--- src/rtl/quad_gray_decoder.sv ---
// rtl/quad_gray_decoder.sv - 2-bit Gray phase decoder with wrapping position count and illegal-jump tracking
//
// Purpose: samples a same-clock 2-bit Gray phase every cycle, classifies each
// transition as none / forward / reverse / illegal, and maintains a binary
// position count, direction, step pulse and error flags.
//
// Ports:
//   clk      - system clock, all state updates on posedge
//   rst      - synchronous active-high reset, overrides all other inputs
//   en       - count enable; 0 freezes count/dir/step, phase tracking continues
//   gray_in  - Gray-coded phase (registered at source, same clock)
//   clr_err  - synchronous clear of err / err_cnt (an illegal jump in the same cycle wins)
//   count    - CNT_W-bit wrapping position count
//   dir      - direction of last counted step (1 = forward, 0 = reverse)
//   step     - one-cycle pulse per counted step
//   err      - sticky illegal-transition flag
//   err_cnt  - illegal-transition count, saturating at 15

module quad_gray_decoder #(
    parameter int CNT_W = 8
) (
    input  logic             clk,
    input  logic             rst,
    input  logic             en,
    input  logic [1:0]       gray_in,
    input  logic             clr_err,
    output logic [CNT_W-1:0] count,
    output logic             dir,
    output logic             step,
    output logic             err,
    output logic [3:0]       err_cnt
);

    typedef enum logic [1:0] {
        TR_NONE = 2'd0,
        TR_FWD  = 2'd1,
        TR_REV  = 2'd2,
        TR_ILL  = 2'd3
    } trans_e;

    logic [CNT_W-1:0] count_q, count_d;
    logic             dir_q, dir_d;
    logic             step_q, step_d;
    logic             err_q, err_d;
    logic [3:0]       err_cnt_q, err_cnt_d;
    logic [1:0]       g_q, g_d;
    logic             primed_q, primed_d;

    logic [1:0]       b_new;
    logic [1:0]       b_old;
    logic [1:0]       delta;
    trans_e           trans;

    always_comb begin
        // Gray to binary; the 2-bit subtraction wraps mod 4 naturally.
        b_new = {gray_in[1], gray_in[1] ^ gray_in[0]};
        b_old = {g_q[1], g_q[1] ^ g_q[0]};
        delta = b_new - b_old;

        trans = TR_NONE;
        if (primed_q) begin
            unique case (delta)
                2'd1:    trans = TR_FWD;
                2'd3:    trans = TR_REV;
                2'd2:    trans = TR_ILL;
                default: trans = TR_NONE;
            endcase
        end

        count_d   = count_q;
        dir_d     = dir_q;
        step_d    = 1'b0;
        err_d     = err_q;
        err_cnt_d = err_cnt_q;
        g_d       = gray_in;
        primed_d  = 1'b1;

        if (en && trans == TR_FWD) begin
            count_d = count_q + CNT_W'(1);
            dir_d   = 1'b1;
            step_d  = 1'b1;
        end else if (en && trans == TR_REV) begin
            count_d = count_q - CNT_W'(1);
            dir_d   = 1'b0;
            step_d  = 1'b1;
        end

        if (clr_err) begin
            err_d     = 1'b0;
            err_cnt_d = 4'd0;
        end

        // Applied after the clear so a simultaneous illegal jump leaves err=1, err_cnt=1.
        if (trans == TR_ILL) begin
            err_d = 1'b1;
            if (err_cnt_d != 4'd15) begin
                err_cnt_d = err_cnt_d + 4'd1;
            end
        end
    end

    always_ff @(posedge clk) begin
        if (rst) begin
            count_q   <= '0;
            dir_q     <= 1'b0;
            step_q    <= 1'b0;
            err_q     <= 1'b0;
            err_cnt_q <= 4'd0;
            g_q       <= 2'b00;
            primed_q  <= 1'b0;
        end else begin
            count_q   <= count_d;
            dir_q     <= dir_d;
            step_q    <= step_d;
            err_q     <= err_d;
            err_cnt_q <= err_cnt_d;
            g_q       <= g_d;
            primed_q  <= primed_d;
        end
    end

    assign count   = count_q;
    assign dir     = dir_q;
    assign step    = step_q;
    assign err     = err_q;
    assign err_cnt = err_cnt_q;

endmodule
--- config.mk ---
export PLATFORM = sky130hd
export DESIGN_NAME = quad_gray_decoder
export DESIGN_NICKNAME = d
export VERILOG_FILES = /design/src/rtl/quad_gray_decoder.sv
export SDC_FILE = /design/constraint.sdc
export NUM_CORES = 1
export LEC_CHECK = 0
export CAP_MARGIN = 5
export CORE_ASPECT_RATIO = 1.5
export CORE_MARGIN = 5
export CORE_UTILIZATION = 25
export DETAILED_ROUTE_END_ITERATION = 16
export PLACE_DENSITY = 0.56
export SLEW_MARGIN = 20
export SYNTH_ARGS = -nofsm -noshare
export SYNTH_HDL_FRONTEND = slang
export SYNTH_SLANG_ARGS = --single-unit
--- constraint.sdc ---
create_clock -name clk -period 4.6 [get_ports clk]
set_input_delay 0.46 -clock clk [delete_from_list [all_inputs] [get_ports clk]]
set_output_delay 0.46 -clock clk [all_outputs]
set_load 0.01 [all_outputs]
; ---- Word level (Yosys, flattened, before mapping)
; Cells that the tools add are included.
[op_classes]
n_addsub = 4
eq_ne = 7
mux = 14
n_bitwise = 2
reduce_logical = 4
[ops]
columns = cell, count
row1 = 8-bit two-way mux, 2
row2 = 4-bit two-way mux, 3
row3 = "8-bit by 1-bit adder with 8-bit output, second input constant", 1
row4 = "2-bit equality test, second input constant", 4
row5 = "8-bit by 1-bit subtractor with 8-bit output, second input constant", 1
row6 = 1-bit two-way mux, 7
row7 = 2-bit case mux with 3 select lines, 1
row8 = "4-bit by 1-bit adder with 4-bit output, second input constant", 1
row9 = "2-bit by 1-bit equality test with 1-bit output, second input constant", 2
row10 = "4-bit inequality test, second input constant", 1
row11 = 2-bit nonzero test, 2
row12 = 1-bit logical AND, 2
row13 = 2-bit two-way mux, 1
row14 = 2-bit subtractor, 1
row15 = 1-bit bitwise XOR, 2
[word_totals]
regBits = 18
input_bits = 6
wordCells = 38

; ---- Longest topological paths before layout
; Gate-level depths: netlist (run 1).
[depth]
word_depth = 9
ltp_mapped = 14
ltp_nobuf = 14

; ---- Least setup slack after synthesis (run 1)
; Ideal clock, no wire load.
[synth_timing]
kind = input -> register
startpoint = input gray_in[0]
endpoint = register count_q[7] (netlist: count[7])
setup_ps = 121
arrival_time_ps = 3304
required_ps = 4479
setup_slack_ps = 1175
stages = 13
path_buffers = 0
path_cell_list = xnor2_1 ha_1 xnor2_1 xnor2_1 ha_1 o21ba_4 or3_1 ha_1 a21oi_1 a21oi_1 and3b_1 mux2i_1 mux2_2
[synth_between]
elab_chain_cells = 8
word_cells_on_any_way = 13
cone_classes = 1 x add/sub / 5 x eq/ne / 3 x mux / 1 x bitwise / 3 x reduce/logical
[synth_rtl]
columns = item, line
row1 = from (decl), 25  ; input logic [1:0] gray_in,
row2 = 1-bit bitwise XOR (*), 56  ; b_new = {gray_in[1], gray_in[1] ^ gray_in[0]};
row3 = 2-bit subtractor (*), 58  ; delta = b_new - b_old;
row4 = 2-bit equality test / 2-bit by 1-bit equality test with 1-bit output (equally long branches), 62  ; unique case (delta)
row5 = 2-bit case mux with 3 select lines (*), 62
row6 = 2-bit two-way mux (*), 61  ; if (primed_q) begin
row7 = 2-bit by 1-bit equality test with 1-bit output / 2-bit equality test (equally long branches), "78, 82"
row8 = "1-bit logical AND, on equally long branches", "78, 82"
row9 = 8-bit two-way mux / 2-bit nonzero test (equally long branches), n/a
row10 = to (signal assigned), 112  ; count_q <= count_d;
row11 = to (decl), 41  ; logic [CNT_W-1:0] count_q, count_d;
; Every way passes the cells marked *; elsewhere a longest branch is shown, timed or not.
; A chain may end at the register's enable or synchronous reset.

; ---- Worst setup path in the final report (run 1)
[layout_timing]
startpoint = input gray_in[1]
endpoint = register count_q[7] (netlist: count[7])
[layout_between]
elab_chain_cells = 8
word_cells_on_any_way = 13
cone_classes = 1 x add/sub / 5 x eq/ne / 3 x mux / 1 x bitwise / 3 x reduce/logical
[layout_rtl]
columns = item, line
row1 = 1-bit bitwise XOR, 56
row2 = 2-bit subtractor (*), 58
row3 = 2-bit equality test / 2-bit by 1-bit equality test with 1-bit output (equally long branches), 62
row4 = 2-bit case mux with 3 select lines (*), 62
row5 = 2-bit two-way mux (*), 61
row6 = 2-bit by 1-bit equality test with 1-bit output / 2-bit equality test (equally long branches), "78, 82"
row7 = "1-bit logical AND, on equally long branches", "78, 82"
row8 = 8-bit two-way mux / 2-bit nonzero test (equally long branches), n/a
; Marks and branches as above.

==> metrics.md, run 1 <==
| Metric | Value |
|---|---|
| Status | completed |
| Worst Path Required | 4740 ps |
| Area grow syn2layout | 26.8% |
| Vias in the first global route | 949 |
| Fin area | 0.00132 sq mm |
| Ys async rst share | 0 |
| CTS tree | yes |
| ANT nets after route | 0 |
| Critical path fanouts, max | 9 |
| WL/cell | 12.8 microns |
| Skew-Pair Late Insertion Delay | 250 ps |
| H-tree depth | 1 |
| Area leader, netlist | dfxtp_1 |
| Fin crit share | 0.861 |
| Actual slew at the worst max-slew pin | 710 ps |
| Crit-path max cell delay | 570 ps |
| Port buffer count | 20 |
| Slew Limit Fails | 0 |
| Clk buf depth | 2 |
| Die Ht | 89.1 microns |
| HPWL Detailed | 1780 microns |
| Area of the multi-input gates | 644 sq um |
| Fillcell total | 446 |
| Drt initial violations | 17 |
| GP Congestion | 0.843 |
| EDFF count, synth | 0 |
| Worst path slowest cell | or3_1 |
| Pwr dens | 449 mW/mm^2 |
| Cell chain of the critical path | clkdlybuf4s50_1 -> xnor2_1 -> ha_1 -> xnor2_1 -> xnor2_1 -> ha_1 -> or3_1 -> ha_1 -> a21oi_1 -> a21oi_1 -> and3b_1 -> mux2i_1 -> mux2_2 |
| Seq pwr share | 0.332 |
| Most frequent cells after synthesis | dfxtp_1 (18), ha_1 (11), nand2_1 (11), a21oi_1 (10), nor2_1 (8) |
| Worst Setup End Kind | flip-flop |
| Antenna cells | 0 |
| RSZ-0062 raised after global routing | false |
| WL final | 2310 microns |
| Share of cells above drive strength 1 | 0.0444 |
| DP Area | 0.00128 sq mm |
| Avg Cell Area, Syn | 9.06 sq um |
| Hold crit path type | reg -> reg |
| #FFs+latches synth | 18 |
| DR pass1 iterations | 4 |
| Leak | 0.532 nW |
| Post-route DRC | 0 |
| Synth warnings | 0 |
| Sink Count | 18 |
| Largest net degree at the start of global routing | 20 |
| Switching Share | 0.359 |
| Final clock skew | 3.50 ps |
| Hold path depth | 2 |
| Global-route wire length before repair | 4060 microns |
| Routed vias/inst | 4.95 |
| Tmin final | 3960 ps |
| Syn_nets | 133 |
| Hold Buf Count CTS | 0 |
| Die width | 62.7 microns |
| Reg area | 360 sq um |
| Setup ws final | 641 ps |
| Internal | 0.000380 W |
| Synth area leaders | dfxtp_1 (35%), ha_1 (13%), xnor2_1 (5.0%), a21oi_1 (4.8%), nand2_1 (4.0%) |
| Max transition margin | 0.525 |
| Core ar. | 0.00399 sq mm |
| Grt total ovfl | 0 |
| Gate power share | 0.486 |
| Max Freq | 253 MHz |
| Top FF cell, synth | dfxtp_1 |
| Setup bufs post-CTS | 0 |
| # setup viols final | 0 |
| Initial antenna violation count | 0 |
| CP Launch Type | input port |
| Clk slew on worst S/H paths | 70 ps |
| IO Pins | 21 |
| Top-count cell post-synth | dfxtp_1 |
| Routed via count | 891 |
| Cells after synthesis | 115 |
| Setup TNS Final | 0 ps |
| Initial Util | 0.261 |
| Crit path kind | in -> reg |
| Yosys top cell area share | 0.346 |
| Max Cap Violations | 0 |
| Worst Reg-to-Reg Cells | 12 |
| Switching Power | 0.000213 W |
| Die area | 0.00559 sq mm |
| TritonCTS buffer count | 3 |
| Seq/Total Area, Yosys | 0.346 |
| Arrival time worst endpoint | 4100 ps |
| CTS Root Cell | clkbuf_8 |
| Synth Cell Area | 0.00104 sq mm |
| Endpoints failing hold | 0 |
| Layout Nets | 155 |
| Overall Global Routing Usage | 0.0896 |
| Clock share of power | 0.182 |
| Worst VDD drop | 0.000214 V |
| CTS-repair resized insts | 0 |
| Row cnt | 28 |
| Setup Slack @ Placement | 364 ps |
| Count of unique library cells instantiated by Yosys | 32 |
-- worst max-delay path: cells and delay by family --
kind	cells	cell delay (ps)
adders and majority gates	3	980
and+or+nand+nor	2	790
xor gates and xnor gates	3	590
muxes	2	530
buffers and inverters	1	470
AOI/OAI and AO/OA	2	280
-- power by group through the flow --
stage	logic [W]	clock network (W)	registers, W
after floorplan	0.000199	0	0.000207
after global placement	0.000282	0	0.000201
after detailed placement	0.000287	0	0.000201
after CTS	0.000290	0.000115	0.000197
after global routing	0.000322	0.000123	0.000201
final	0.000288	0.000108	0.000197
-- flip-flops by register name, summed over array words and instances (netlist names) --
| signal | cells |
|---|---|
| count | 8 |
| err_cnt | 4 |
| step | 1 |
| g_q | 2 |
| err | 1 |
| dir | 1 |
| primed_q | 1 |
-- metal layers --
| layer | up-vias | wire, microns | track usage |
|---|---|---|---|
| met5 | - | 0 | 0 |
| met4 | 0 | 55 | 0.0560 |
| li1 | 443 | - | - |
| met3 | 6 | 115 | 0.0252 |
| met1 | 418 | 947 | 0.0916 |
| met2 | 24 | 1190 | 0.161 |
-- per-stage QoR --
step | power (W) | instances | util | hold slack [ps]
5_1_grt | 0.000646 | 180 | 0.331 | 496
6_report | 0.000593 | 180 | 0.331 | 471
2_1_floorplan | 0.000405 | 115 | - | 481
3_3_place_gp | 0.000483 | 177 | 0.320 | 468
3_5_place_dp | 0.000487 | 177 | 0.320 | 467
4_1_cts | 0.000603 | 180 | 0.331 | 477
-- cells in the final DEF (no fill, tap or decap), types with 3 or more instances in the layout --
cell type        instances
xnor2_1                  6
clkdlybuf4s50_1         20
inv_1                    5
clkbuf_8                 3
nand3_1                  4
nor2_1                   8
nor2b_1                  6
nand2_1                 11
xor2_1                   3
nor3_1                   3
ha_1                    11
a21oi_1                 10
nand4_1                  4
dfxtp_1                 18
-- logic make-up (layout without fill, tap and decap cells) --
group                      count (synthesis)  in the layout  synth area share
adders and majority gates                 12             12             0.151
and+or+nand+nor                           41             41             0.198
DFF                                       18             18             0.346
buffers and inverters                      8             28            0.0360
AOI/OAI and AO/OA                         23             23             0.148
xor gates and xnor gates                  10             10            0.0912
muxes                                      3              3            0.0300
-- cell type report --
class,instances,area share
clock buffer,3,0.0312
inverter,5,0.0142
tap,45,0.0426
timing repair buffer,20,0.152
multi-input combinational,89,0.488
sequential,18,0.273
-- path summary, 6_finish.rpt --
kind,start,end,slack [ps]
worst max-delay path,gray_in[1],count[7],640
worst min-delay path,dir,dir,470
worst min register to register,dir,dir,470
worst max register to register,g_q[1],count[7],1010
No activity file was read; power rests on OpenSTA's default activity.
==> run 2: changes to the inputs <==
Settings changed: CELL_PAD_IN_SITES_DETAIL_PLACEMENT set to 1, CELL_PAD_IN_SITES_GLOBAL_PLACEMENT set to 1, PLACE_DENSITY 0.56 to 0.67.
==> metrics.md, run 2 (synthesis gave the netlist of run 1 again) <==
| Metric | Value |
|---|---|
| Switching Power | 0.000220 W |
| Final clock skew | 0.898 ps |
| Internal | 0.000398 W |
| Fin crit share | 0.864 |
| Die area | 0.00559 sq mm |
| DR pass1 iterations | 4 |
| WL/cell | 14.3 microns |
| Met1 Resource Use GR | 0.0967 |
| M2 GR Usage | 0.196 |
| ANT nets after route | 0 |
| WL final | 2580 microns |
| Drt initial violations | 8 |
| Post-route DRC | 0 |
| CP Launch Type | input port |
| Die Ht | 89.1 microns |
| Reg-to-reg slack, setup | 980 ps |
| Max Cap Violations | 0 |
| CTS-repair resized insts | 0 |
| Skew-Pair Late Insertion Delay | 250 ps |
| Hold path start | count[3] |
| Slew Limit Fails | 0 |
| H-tree depth | 1 |
| Design Power | 0.000618 W |
| Busiest grt layer | met2 |
| Cell chain of the critical path | clkdlybuf4s50_1 -> xnor2_1 -> ha_1 -> xnor2_1 -> xnor2_1 -> ha_1 -> or3_1 -> ha_1 -> a21oi_1 -> a21oi_1 -> and3b_1 -> mux2i_1 -> mux2_2 |
| Hold Buf Count CTS | 0 |
| TritonCTS buffer count | 3 |
| Hold crit path type | reg -> reg |
| Pwr dens | 463 mW/mm^2 |
| Routed vias/inst | 5.01 |
| Max Freq | 251 MHz |
| Port buffer count | 20 |
| Area of the multi-input gates | 644 sq um |
| Hold path depth | 2 |
| Global-route wire length before repair | 4500 microns |
| Switching Share | 0.356 |
| Vias in the first global route | 1035 |
| Grt total ovfl | 0 |
| Largest net degree at the start of global routing | 20 |
| Gate power share | 0.473 |
| Commonest non-fill, non-tap cells in the layout | clkdlybuf4s50_1 (20), dfxtp_1 (18), nand2_1 (11), ha_1 (11), a21oi_1 (10) |
| Worst path slowest cell | or3_1 |
| Status | completed |
| Actual slew at the worst max-slew pin | 682 ps |
| Worst Reg-to-Reg Cells | 12 |
| Area grow syn2layout | 28.1% |
| Seq pwr share | 0.319 |
| Share of cells above drive strength 1 | 0.0515 |
| Routed via count | 907 |
| Die width | 62.7 microns |
| Critical path fanouts, max | 9 |
| Fillcell total | 488 |
| Clk buf depth | 2 |
| Initial antenna violation count | 0 |
| Sink Count | 18 |
| Row cnt | 28 |
| # setup viols final | 0 |
| R2r startpoint | g_q[1] |
| Worst Path Required | 4740 ps |
| Leak | 0.539 nW |
| CTS Root Cell | clkbuf_8 |
| R2r endpoint | count[7] |
| Endpoints failing hold | 0 |
| Tmin final | 3980 ps |
| Crit path kind | in -> reg |
| Clock share of power | 0.208 |
| Clk slew on worst S/H paths | 70 ps |
| Initial Util | 0.261 |
| GP Congestion | 0.808 |
| Overall Global Routing Usage | 0.0984 |
| CTS tree | yes |
| Worst Setup End Kind | flip-flop |
| M3 GR Usage | 0.0214 |
| Layout Nets | 155 |
| IO Pins | 21 |
| Max transition margin | 0.544 |
| Setup TNS Final | 0 ps |
| Arrival time worst endpoint | 4120 ps |
| HPWL Detailed | 2000 microns |
| Hold Path Sink | count[3] |
| Most common cell after layout, fill and taps aside | clkdlybuf4s50_1 |
| Crit-path max cell delay | 580 ps |
| Setup bufs post-CTS | 0 |
| Reg area | 360 sq um |
| Worst VDD drop | 0.000266 V |
| RSZ-0062 raised after global routing | false |
| Antenna cells | 0 |
| Max reg flops | 8 |
| Core ar. | 0.00399 sq mm |
-- run 2: cell count changes in the layout (fill, tap and decap cells not counted) --
cell      delta
clkbuf_8     +1
-- run 2: worst max-delay path by stage --
stage	from	end	slack, ps
finish	gray_in[1]	count[7]	620
detailed placement	gray_in[1]	count[7]	340
floorplan	gray_in[0]	count[7]	1180
global route	gray_in[1]	count[7]	460
global placement	gray_in[1]	count[7]	500
CTS	gray_in[1]	count[7]	590
-- run 2: area by class of cell --
class                           instances  share of cell area
Sequential cell                        18               0.270
Multi-Input combinational cell         89               0.483
Tap cell                               45              0.0422
Inverter                                5              0.0141
Timing Repair Buffer                   20               0.150
Clock buffer                            4              0.0412
-- run 2: power groups by stage --
stage	sequential [W]	combinational, W	clock [W]
floorplan	0.000207	0.000199	0
global placement	0.000200	0.000283	0
detailed placement	0.000201	0.000291	0
CTS	0.000198	0.000295	0.000137
global route	0.000201	0.000323	0.000145
finish	0.000197	0.000292	0.000129
-- run 2: metrics by stage --
stage | utilization | instances | instance area (sq um) | worst slack, ps | hold slack (ps)
after floorplan | - | 115 | 1040 | 1180 | 481
after global placement | 0.320 | 177 | 1280 | 503 | 466
after detailed placement | 0.320 | 177 | 1280 | 340 | 477
after CTS | 0.334 | 181 | 1340 | 591 | 493
after global routing | 0.334 | 181 | 1340 | 457 | 507
final | 0.334 | 181 | 1340 | 623 | 489
-- run 2: critical path, delay by kind of cell --
kind	cells	cell delay, ps
buffers and inverters	1	460
multiplexers	2	540
AND/OR/NAND/NOR	2	810
XOR/XNOR	3	570
adder cells (fa/ha/maj)	3	990
AO/OA/AOI/OAI	2	290
-- run 2: metal layers --
metal / share of wire / routed length (microns)
met1: 0.40 / 1030
met2: 0.55 / 1430
met3: 0.035 / 90
met4: 0.012 / 31
met5: 0 / 0
